--- config.mk ---
export PLATFORM = sky130hd
export DESIGN_NAME = ecap5_dwbgpio
export DESIGN_NICKNAME = d
export VERILOG_FILES = /design/src/rtl/ecap5_dwbgpio.sv
export SDC_FILE = /design/constraint.sdc
export NUM_CORES = 1
export LEC_CHECK = 0
export CAP_MARGIN = 20
export CORE_MARGIN = 2
export CORE_UTILIZATION = 44
export CTS_CLUSTER_SIZE = 24
export DETAILED_ROUTE_END_ITERATION = 7
export GPL_TIMING_DRIVEN = 0
export PLACE_DENSITY = 0.77
export SLEW_MARGIN = 20
export SYNTH_ARGS = -nofsm -noshare
export SYNTH_HDL_FRONTEND = slang
export SYNTH_SLANG_ARGS = --single-unit
--- constraint.sdc ---
create_clock -name clk_i -period 2.1 [get_ports clk_i]
set_input_delay 0.315 -clock clk_i [delete_from_list [all_inputs] [get_ports clk_i]]
set_output_delay 0.315 -clock clk_i [all_outputs]
set_load 0.02 [all_outputs]
--- src/rtl/ecap5_dwbgpio.sv ---
// ecap5_dwbgpio: Wishbone pipelined GPIO slave.
// Provides a writable output register, synchronised and debounced inputs, and
// sticky rising-edge flags with write-one-to-clear.
// Optional feature: define ECAP5_DWBGPIO_IRQ_EN to add the IRQEN register
// (offset 0x10) and the registered irq_o output.
module ecap5_dwbgpio #(
    parameter int NB_OUT          = 2,
    parameter int NB_IN           = 2,
    parameter int DEBOUNCE_CYCLES = 50000
) (
    input  logic              clk_i,
    input  logic              rst_i,
    input  logic [31:0]       wb_adr_i,
    input  logic [31:0]       wb_dat_i,
    output logic [31:0]       wb_dat_o,
    input  logic [3:0]        wb_sel_i,
    input  logic              wb_we_i,
    input  logic              wb_stb_i,
    output logic              wb_ack_o,
    input  logic              wb_cyc_i,
    output logic              wb_stall_o,
    output logic [NB_OUT-1:0] gpio_o,
`ifdef ECAP5_DWBGPIO_IRQ_EN
    output logic              irq_o,
`endif
    input  logic [NB_IN-1:0]  gpio_i
);

    localparam logic [2:0]  REG_OUT   = 3'd0;
    localparam logic [2:0]  REG_IN    = 3'd1;
    localparam logic [2:0]  REG_EDGE  = 3'd2;
    localparam logic [2:0]  REG_INFO  = 3'd3;
`ifdef ECAP5_DWBGPIO_IRQ_EN
    localparam logic [2:0]  REG_IRQEN = 3'd4;
`endif
    // The counter only ever counts up to this value, so it cannot wrap.
    localparam logic [19:0] DB_LAST   = 20'(DEBOUNCE_CYCLES - 1);

    logic              accept, wr;
    logic [2:0]        reg_idx;
    logic [31:0]       lane_mask, wr_bits, rd_data;

    logic              ack_q, ack_d;
    logic [31:0]       dat_q, dat_d;
    logic [NB_OUT-1:0] out_q, out_d;

    logic [NB_IN-1:0]        sync1_q, sync2_q;
    logic [NB_IN-1:0]        in_q, in_d, in_prev_q, rise;
    logic [NB_IN-1:0]        edge_q, edge_d;
    logic [NB_IN-1:0][19:0]  cnt_q, cnt_d;

`ifdef ECAP5_DWBGPIO_IRQ_EN
    logic [NB_IN-1:0]  irqen_q, irqen_d;
    logic              irq_q, irq_d;
`endif

    // No wait states: every strobed cycle inside a bus cycle is a transfer.
    assign accept    = wb_cyc_i & wb_stb_i;
    assign wr        = accept & wb_we_i;
    assign reg_idx   = wb_adr_i[4:2];
    assign lane_mask = {{8{wb_sel_i[3]}}, {8{wb_sel_i[2]}}, {8{wb_sel_i[1]}}, {8{wb_sel_i[0]}}};
    assign wr_bits   = wb_dat_i & lane_mask;

    // Address bits outside the register window and data bits above the
    // implemented register widths are intentionally ignored.
    logic unused_ok;
    assign unused_ok = ^{wb_adr_i[31:5], wb_adr_i[1:0], wr_bits};

    // Read mux over the current register values; unmapped offsets return 0.
    always_comb begin
        rd_data = '0;
        case (reg_idx)
            REG_OUT:   rd_data[NB_OUT-1:0] = out_q;
            REG_IN:    rd_data[NB_IN-1:0]  = in_q;
            REG_EDGE:  rd_data[NB_IN-1:0]  = edge_q;
            REG_INFO:  rd_data[15:0]       = {8'(NB_IN), 8'(NB_OUT)};
`ifdef ECAP5_DWBGPIO_IRQ_EN
            REG_IRQEN: rd_data[NB_IN-1:0]  = irqen_q;
`endif
            default:   rd_data = '0;
        endcase
    end

    // Bus response and writable registers; byte lanes gate every write.
    always_comb begin
        ack_d = accept;
        dat_d = (accept && !wb_we_i) ? rd_data : '0;
        out_d = out_q;
        if (wr && reg_idx == REG_OUT)
            out_d = (out_q & ~lane_mask[NB_OUT-1:0]) | wr_bits[NB_OUT-1:0];
`ifdef ECAP5_DWBGPIO_IRQ_EN
        irqen_d = irqen_q;
        if (wr && reg_idx == REG_IRQEN)
            irqen_d = (irqen_q & ~lane_mask[NB_IN-1:0]) | wr_bits[NB_IN-1:0];
        irq_d = |(edge_q & irqen_q);
`endif
    end

    // Per-bit debounce: IN follows the synchronised pin only after it has
    // disagreed with IN for DEBOUNCE_CYCLES consecutive cycles.
    always_comb begin
        in_d  = in_q;
        cnt_d = cnt_q;
        for (int i = 0; i < NB_IN; i++) begin
            if (sync2_q[i] == in_q[i]) begin
                cnt_d[i] = '0;
            end else if (cnt_q[i] == DB_LAST) begin
                in_d[i]  = sync2_q[i];
                cnt_d[i] = '0;
            end else begin
                cnt_d[i] = cnt_q[i] + 20'd1;
            end
        end
    end

    // Sticky rise flags; a new rise takes priority over a same-cycle clear.
    always_comb begin
        rise   = in_q & ~in_prev_q;
        edge_d = edge_q;
        if (wr && reg_idx == REG_EDGE)
            edge_d = edge_q & ~wr_bits[NB_IN-1:0];
        edge_d = edge_d | rise;
    end

    // Bus-side state.
    always_ff @(posedge clk_i or negedge rst_i) begin
        if (!rst_i) begin
            ack_q   <= 1'b0;
            dat_q   <= '0;
            out_q   <= '0;
`ifdef ECAP5_DWBGPIO_IRQ_EN
            irqen_q <= '0;
            irq_q   <= 1'b0;
`endif
        end else begin
            ack_q   <= ack_d;
            dat_q   <= dat_d;
            out_q   <= out_d;
`ifdef ECAP5_DWBGPIO_IRQ_EN
            irqen_q <= irqen_d;
            irq_q   <= irq_d;
`endif
        end
    end

    // Input path: synchroniser, debounce counters, IN and edge flags.
    always_ff @(posedge clk_i or negedge rst_i) begin
        if (!rst_i) begin
            sync1_q   <= '0;
            sync2_q   <= '0;
            cnt_q     <= '0;
            in_q      <= '0;
            in_prev_q <= '0;
            edge_q    <= '0;
        end else begin
            sync1_q   <= gpio_i;
            sync2_q   <= sync1_q;
            cnt_q     <= cnt_d;
            in_q      <= in_d;
            in_prev_q <= in_q;
            edge_q    <= edge_d;
        end
    end

    assign wb_ack_o   = ack_q;
    assign wb_dat_o   = dat_q;
    assign wb_stall_o = 1'b0;
    assign gpio_o     = out_q;
`ifdef ECAP5_DWBGPIO_IRQ_EN
    assign irq_o      = irq_q;
`endif

endmodule
After elaboration in Yosys (flattened, before gate mapping)
Index checks and enable logic that the tools add are counted.

Logic and storage cells: 48. Latch bits: 0. Output and inout port bits: 36. Register bits: 63. Bits in writable memories: 0. ROM bits: 0. Memories kept: 0. Input port bits: 75.

Add/subtract/negate cells: 2. Multiplexer cells: 8. Shift-type cells: 0. Magnitude comparators: 0. Bitwise operators: 13. Eq/ne operators: 7. Reduce and logical (&&, ||, !) cells: 7. $mul: 0. Div/mod/pow operators: 0.

Operators by type and width (count): $mux W20 (4); $add A20 B1 Y20 const B (2); $eq A20 B16 Y1 const B (2); $mux W10 (1); $and A2 B2 Y2 (4); $mux W8 (1); $pmux W2 S4 (1); $eq A3 B2 Y1 const B (2); $not A2 Y2 (3); $or A2 B2 Y2 (2); $reduce_and A2 Y1 (2); $eq A3 B1 Y1 const B (1); $logic_and A1 B1 Y1 (3); $logic_not A3 Y1 (1); $and A1 B1 Y1 (2); $eq A1 B1 Y1 (2); $mux W2 (1); $not A1 Y1 (2); $logic_not A1 Y1 (1).

Logic depth before layout (Yosys ltp)
Gate-level depths: netlist of the first run.

Depth after elaboration: 5. Gate-level depth with buffers: 6.

Worst setup path after synthesis of the first run
Ideal clock, no wire load.

Kind: register to register. Start: reg cnt_q[20] (netlist bit). End: reg cnt_q[35] (netlist bit). Setup slack: 0.383 ns. Arrival: 1.599 ns. Cell stages (with the launch flop): 7. Data required time: 1.981 ns. Library setup time: 0.119 ns. Clock period less this slack: 1.717 ns. Cells stage by stage: dfrtp_1 ha_1 nand3_2 nand4b_1 o31ai_4 buf_6 nor2_1.

RTL lines: start, declared (RTL line 50) `logic [NB_IN-1:0][19:0] cnt_q, cnt_d;`; start signal, assigned (RTL line 158) `cnt_q <= cnt_d;`.

==> flow_summary.json, run 1 <==
{
  "status": "completed",
  "synthArstFlopShare": 1.000,
  "first_global_vias": 2026,
  "cts.sinks": 56,
  "r2r_setup_slack_ps": 170,
  "cts_inserted_buffers": 5,
  "dieWidth_um": 85.24,
  "port_buffers": 17,
  "power.leakage_nw": 1.504,
  "r2r-end": "cnt_q[24]",
  "power_density_nw_per_um2": 610.2,
  "rsz0062_at_grt": "no",
  "worst-slew-pin-transition_ps": 704.8,
  "drv_cap": 0,
  "fmax_mhz": 516.9,
  "antenna_found_initial": 0,
  "ys.flop_type": "dfrtp_1",
  "firstDrtPassIters": 4,
  "syn2layout_area_growth_pct": 17.45,
  "drive_gt1_frac": 0.1667,
  "setup_viol": 0,
  "cp-end-kind": "flip-flop",
  "irDropWorstVdd_uv": 328.1,
  "initial_core_util": 0.4573,
  "synth_edf_count": 0,
  "yosysWarnings": 0,
  "grt_max_degree": 57,
  "antenna_left": 0,
  "ios": 111,
  "root_buffer": "clkbuf_8",
  "relSlewSlack": 0.5301,
  "drt-total-wl_um": 5101,
  "crit-reg2reg-launch": "cnt_q[20]",
  "reg2reg_depth": 6,
  "core_um2": 6350,
  "wl_per_cell_um": 12.00,
  "ys_ff_latch": 56,
  "vias": 2113,
  "place_area_um2": 3277,
  "critPathArrivalTime_ps": 2140,
  "start_kind": "flip-flop",
  "clk_pin_slew_worst_paths_ps": 100,
  "dp.cells": 416,
  "synth_area_um2": 2904,
  "drc": 0,
  "final_max_slew_viol_count": 0,
  "fin_util": 0.5371,
  "grt_use_total": 0.1496,
  "clk_path_buf_depth": 2,
  "ys_top_cells_by_area": "dfrtp_1 (48%), buf_4 (8.0%), xnor2_1 (7.2%)",
  "total_power_w": 0.002081,
  "synthCells": 293,
  "stdcell_area_um2": 3411,
  "fin_skew_ps": 7.087,
  "hp-class": "input port to asynchronous set/reset pin",
  "rows": 29,
  "hold_viol_final": 0,
  "worstSkewPairLatency_ps": 310,
  "path_max_fanout": 9,
  "dieHeight_um": 85.24,
  "grt.overflow.total": 0,
  "yosysTopAreaCellShare": 0.4826,
  "gp_congestion": 0.8659,
  "fp.dieArea_um2": 7266,
  "crit_type": "flip-flop to flip-flop",
  "syn_avg_cell_area_um2": 9.911,
  "netlist.top_cell.by_area": "dfrtp_1",
  "dpl.hpwl_um": 3565,
  "synth_commonest_cells": "dfrtp_1 (56), nor2_1 (47), buf_4 (31), xnor2_1 (24), inv_1 (14)",
  "stdcell_count": 425,
  "cts_tree": "yes",
  "grt_pass1_wl_um": 8887,
  "yosysSeqAreaShare": 0.4826,
  "routed_via_density": 4.972,
  "period_share": 0.9212,
  "first_iter_violations": 107,
  "worstPathRequired_ps": 2300,
  "period_minus_slack_ps": 1935,
  "htreeDepth": 2,
  "ys_types": 39,
  "num-nets-final": 424,
  "fin_hold_ws_ps": 52.20,
  "diodes": 0,
  "synth.most_common_cell": "dfrtp_1"
}
==> placed cells by master (no fill, tap or decap), types with 2 or more instances in the layout <==
cell	synthesis	routed
dfrtp_1	56	56
nor2_1	47	47
buf_4	31	33
conb_1	1	30
xnor2_1	24	24
clkdlybuf4s50_1	0	16
inv_1	14	14
nand3_1	13	13
nand2_1	13	13
nor4_1	12	12
nand4_1	11	11
nor3_1	10	10
xor2_1	7	7
clkbuf_8	0	7
or3_1	5	5
a211oi_1	4	4
and2_1	4	4
a21oi_1	4	4
mux2_2	4	4
o21ai_0	3	3
and3_1	3	3
a31o_2	3	3
o31ai_4	2	2
and4_1	2	2
clkbuf_1	2	2
a22o_1	2	2
ha_1	2	2
==> layer usage <==
layer | GRT usage | routed length [um] | share of wire
met5 | 0 | 0 | 0
met4 | 0.05628 | 78 | 0.015
met3 | 0.02918 | 256 | 0.050
met2 | 0.2592 | 2431 | 0.48
met1 | 0.1843 | 2336 | 0.46
==> registers in the layout, summed over array words and instances (netlist names), named ones only <==
signal and count:
cnt_q 40, edge_q 2, in_prev_q 2, in_q 2, sync1_q 2, sync2_q 2, wb_ack_o 1, wb_dat_o 3
==> timing repair <==
item,CTS,global route
endpoints found under the setup margin,0,10
setup buffers,0,1
hold buffers,0,0
gates resized for setup,0,0
==> cells by family after synthesis <==
| kind of cell | count (synthesis) | share of synthesized area |
|---|---|---|
| other cells | 1 | 0.001291 |
| buf+inv | 50 | 0.1081 |
| flops | 56 | 0.4825 |
| xor+xnor | 31 | 0.09349 |
| simple gates | 128 | 0.2301 |
| compound gates | 20 | 0.05688 |
| fa+ha+maj | 2 | 0.008616 |
| mux | 5 | 0.01896 |
==> power by group <==
part	internal, W	switching (W)
Sequential	0.00110	0.0000162
Clock	0.000421	0.000338
Combinational	0.0000897	0.000119
Total	0.00161	0.000473
==> through the flow <==
stage | TNS (ps) | setup slack, ps
after floorplan | 0 | 382.8
after global placement | -53910 | -965.5
after detailed placement | 0 | 47.28
after CTS | 0 | 58.64
after global routing | 0 | 45.54
final | 0 | 165.5
==> layout make-up <==
type	instances	area, um^2
Buffer	36	261.5
Clock buffer	7	96.34
Clock inverter	1	30.03
Fill cell	562	2939
Inverter	14	52.55
Multi-Input combinational cell	216	1297
Sequential cell	56	1401
Tap cell	77	96.34
Timing Repair Buffer	18	175.2
==> worst max-delay path, cell delays in order, from the launching register on <==
cell      delay, ps
dfrtp_1         400
ha_1            220
nand3_2         210
nand4b_1        330
o31ai_4         410
buf_4           210
nor2_1           60
==> worst max-delay path by stage <==
stage	from	to
after floorplan	cnt_q[20]	cnt_q[35]
final	cnt_q[20]	cnt_q[24]
after detailed placement	wb_adr_i[2]	flip-flop
after global placement	rst_i	wb_ack_o
after CTS	cnt_q[20]	cnt_q[30]
after global routing	cnt_q[20]	cnt_q[22]
Power figures use the tool's default switching activity.
==> run 2, diff against run 1 <==
Settings changed: CORE_UTILIZATION 44 to 40, PLACE_DENSITY 0.77 to 0.74.
Clock period 2.1 ns to 1.7 ns, I/O delays scaled along.
==> flow_summary.json, run 2 (same netlist as run 1, synthesis figures left out) <==
{
  "status": "finished with violations",
  "violations": "negative hold slack, negative setup slack",
  "htreeDepth": 2,
  "crit_end": "cnt_q[31]",
  "internal-power_w": 0.002020,
  "fmax_mhz": 556.4,
  "dieHeight_um": 89.21,
  "final_max_slew_viol_count": 0,
  "power_density_nw_per_um2": 700.0,
  "grt_max_degree": 57,
  "antenna_found_initial": 0,
  "core_um2": 7137,
  "holdBufCountCts": 0,
  "cts_inserted_buffers": 5,
  "num-nets-final": 440,
  "wl_per_cell_um": 12.49,
  "vias": 2222,
  "diodes": 0,
  "gp_congestion": 0.8751,
  "first_iter_violations": 70,
  "grt.overflow.total": 0,
  "fin_hold_ws_ps": -26.50,
  "grt_use_total": 0.1465,
  "ios": 111,
  "clk_pin_slew_worst_paths_ps": 100,
  "total_power_w": 0.002638,
  "fin_skew_ps": 2.737,
  "syn2layout_area_growth_pct": 29.77,
  "first_global_vias": 2054,
  "clk_path_buf_depth": 2,
  "relSlewSlack": 0.5396,
  "cts.sinks": 56,
  "r2r_setup_slack_ps": -100,
  "initial_core_util": 0.4069,
  "cp-end-kind": "flip-flop",
  "critPathArrivalTime_ps": 2000,
  "setup_viol": 21,
  "largest_reg_flops": 40,
  "crit_type": "flip-flop to flip-flop",
  "routed_via_density": 4.799,
  "start_kind": "flip-flop",
  "dpl.hpwl_um": 3675,
  "hold_viol_final": 38,
  "worstSkewPairLatency_ps": 310,
  "power.leakage_nw": 1.609,
  "drc": 0,
  "rsz0062_at_grt": "yes",
  "fin_ws_ps": -97.43,
  "fp.dieArea_um2": 7958,
  "worst-slew-pin-transition_ps": 690.6,
  "setup.worst_path.start": "cnt_q[30]",
  "drt-total-wl_um": 5781,
  "path_max_fanout": 5,
  "antenna_left": 0,
  "place_area_um2": 3324,
  "crit-reg2reg-launch": "cnt_q[30]",
  "hp-class": "input port to asynchronous set/reset pin",
  "drv_cap": 0,
  "r2r-end": "cnt_q[31]",
  "worstPathRequired_ps": 1900,
  "top_register": "cnt_q",
  "p_sw_frac": 0.2342,
  "grt_pass1_wl_um": 9177,
  "irDropWorstVdd_uv": 293.2,
  "firstDrtPassIters": 4,
  "final_common_cell": "dfrtp_1",
  "stdcell_area_um2": 3769,
  "port_buffers": 17,
  "period_share": 1.057,
  "root_buffer": "clkbuf_8",
  "comb_power_share": 0.118,
  "period_minus_slack_ps": 1797,
  "rows": 31,
  "cts_tree": "yes",
  "p_sw_w": 0.0006177,
  "sequentialPowerShare": 0.523,
  "clockPowerShare": 0.359,
  "layout_common_cells": "dfrtp_1 (52), buf_4 (42), nor2_1 (34)",
  "drive_gt1_frac": 0.2940,
  "reg2reg_depth": 6,
  "dieWidth_um": 89.21
}
run 2: cell types whose count changed in the layout (fill, tap and decap cells not counted), moves of 3 or more:
cell,previous run,this run
nor2_1,47,34
buf_4,33,42
nor2_2,0,9
buf_6,1,8
dfrtp_1,56,52
dfrtp_2,0,4
nor2_4,0,4
a21oi_1,4,1
a21oi_2,0,3
nor3_1,10,7
nor4_1,12,9
nor4_2,0,3
run 2: worst min-delay path by stage:
stage	from	end	slack [ps]	cells past startpoint
after floorplan	rst_i	asynchronous set/reset pin	-40	0
after global placement	sync1_q[1]	sync2_q[1]	330	0
after detailed placement	rst_i	edge_q[1]	350	1
after CTS	rst_i	cnt_q[33]	7	1
after global routing	rst_i	sync2_q[0]	50	1
final	rst_i	in_prev_q[1]	-30	1
run 2: final cells by class:
cell class / instances / area (um^2)
Timing Repair Buffer: 36 / 344.1
Multi-Input combinational cell: 216 / 1455
Inverter: 14 / 52.55
Clock buffer: 7 / 96.34
Sequential cell: 56 / 1406
Fill cell: 635 / 3368
Tap cell: 99 / 123.9
Clock inverter: 1 / 30.03
Buffer: 34 / 260.3
run 2: power by group through the flow:
stage	combinational, W	sequential (W)	clock, W
floorplan	0.000167	0.00141	0
global placement	0.000258	0.00140	0
detailed placement	0.000261	0.00141	0
CTS	0.000283	0.00138	0.000965
global route	0.000345	0.00138	0.00101
finish	0.000312	0.00138	0.000946
run 2: critical path: stages (launching register included):
cell and delay (ps):
dfrtp_1 450, nor4b_2 270, nand4_1 250, o31ai_4 360, buf_6 160, buf_8 140, nor2_2 50
run 2: metal layers:
layer / vias to the layer above / global-route usage / wire, um
li1: 1082 / - / -
met1: 1070 / 0.1888 / 2529
met4: 0 / 0.05020 / 84
met2: 64 / 0.2498 / 2905
met3: 6 / 0.02493 / 261
met5: - / 0 / 0
run 2: what timing repair did:
item | 4_1_cts | 5_1_grt
endpoints found under the setup margin | 33 | 42
pin swaps | 4 | 16
setup buffers | 10 | 7
resized for setup | 9 | 41
gates cloned | 1 | 1
run 2: per-stage QoR:
| step | instances | utilization | setup WS (ps) | hold WS, ps | TNS [ps] |
|---|---|---|---|---|---|
| 2_1_floorplan | 322 | - | 24.86 | -40.59 | 0 |
| 3_3_place_gp | 438 | 0.4662 | -1280 | 333.5 | -75990 |
| 3_5_place_dp | 438 | 0.4658 | -277.6 | 345.4 | -4725 |
| 4_1_cts | 457 | 0.5005 | -6.436 | 6.926 | -18.11 |
| 5_1_grt | 463 | 0.5281 | -161.1 | 48.85 | -2786 |
| 6_report | 463 | 0.5281 | -97.43 | -26.50 | -1159 |
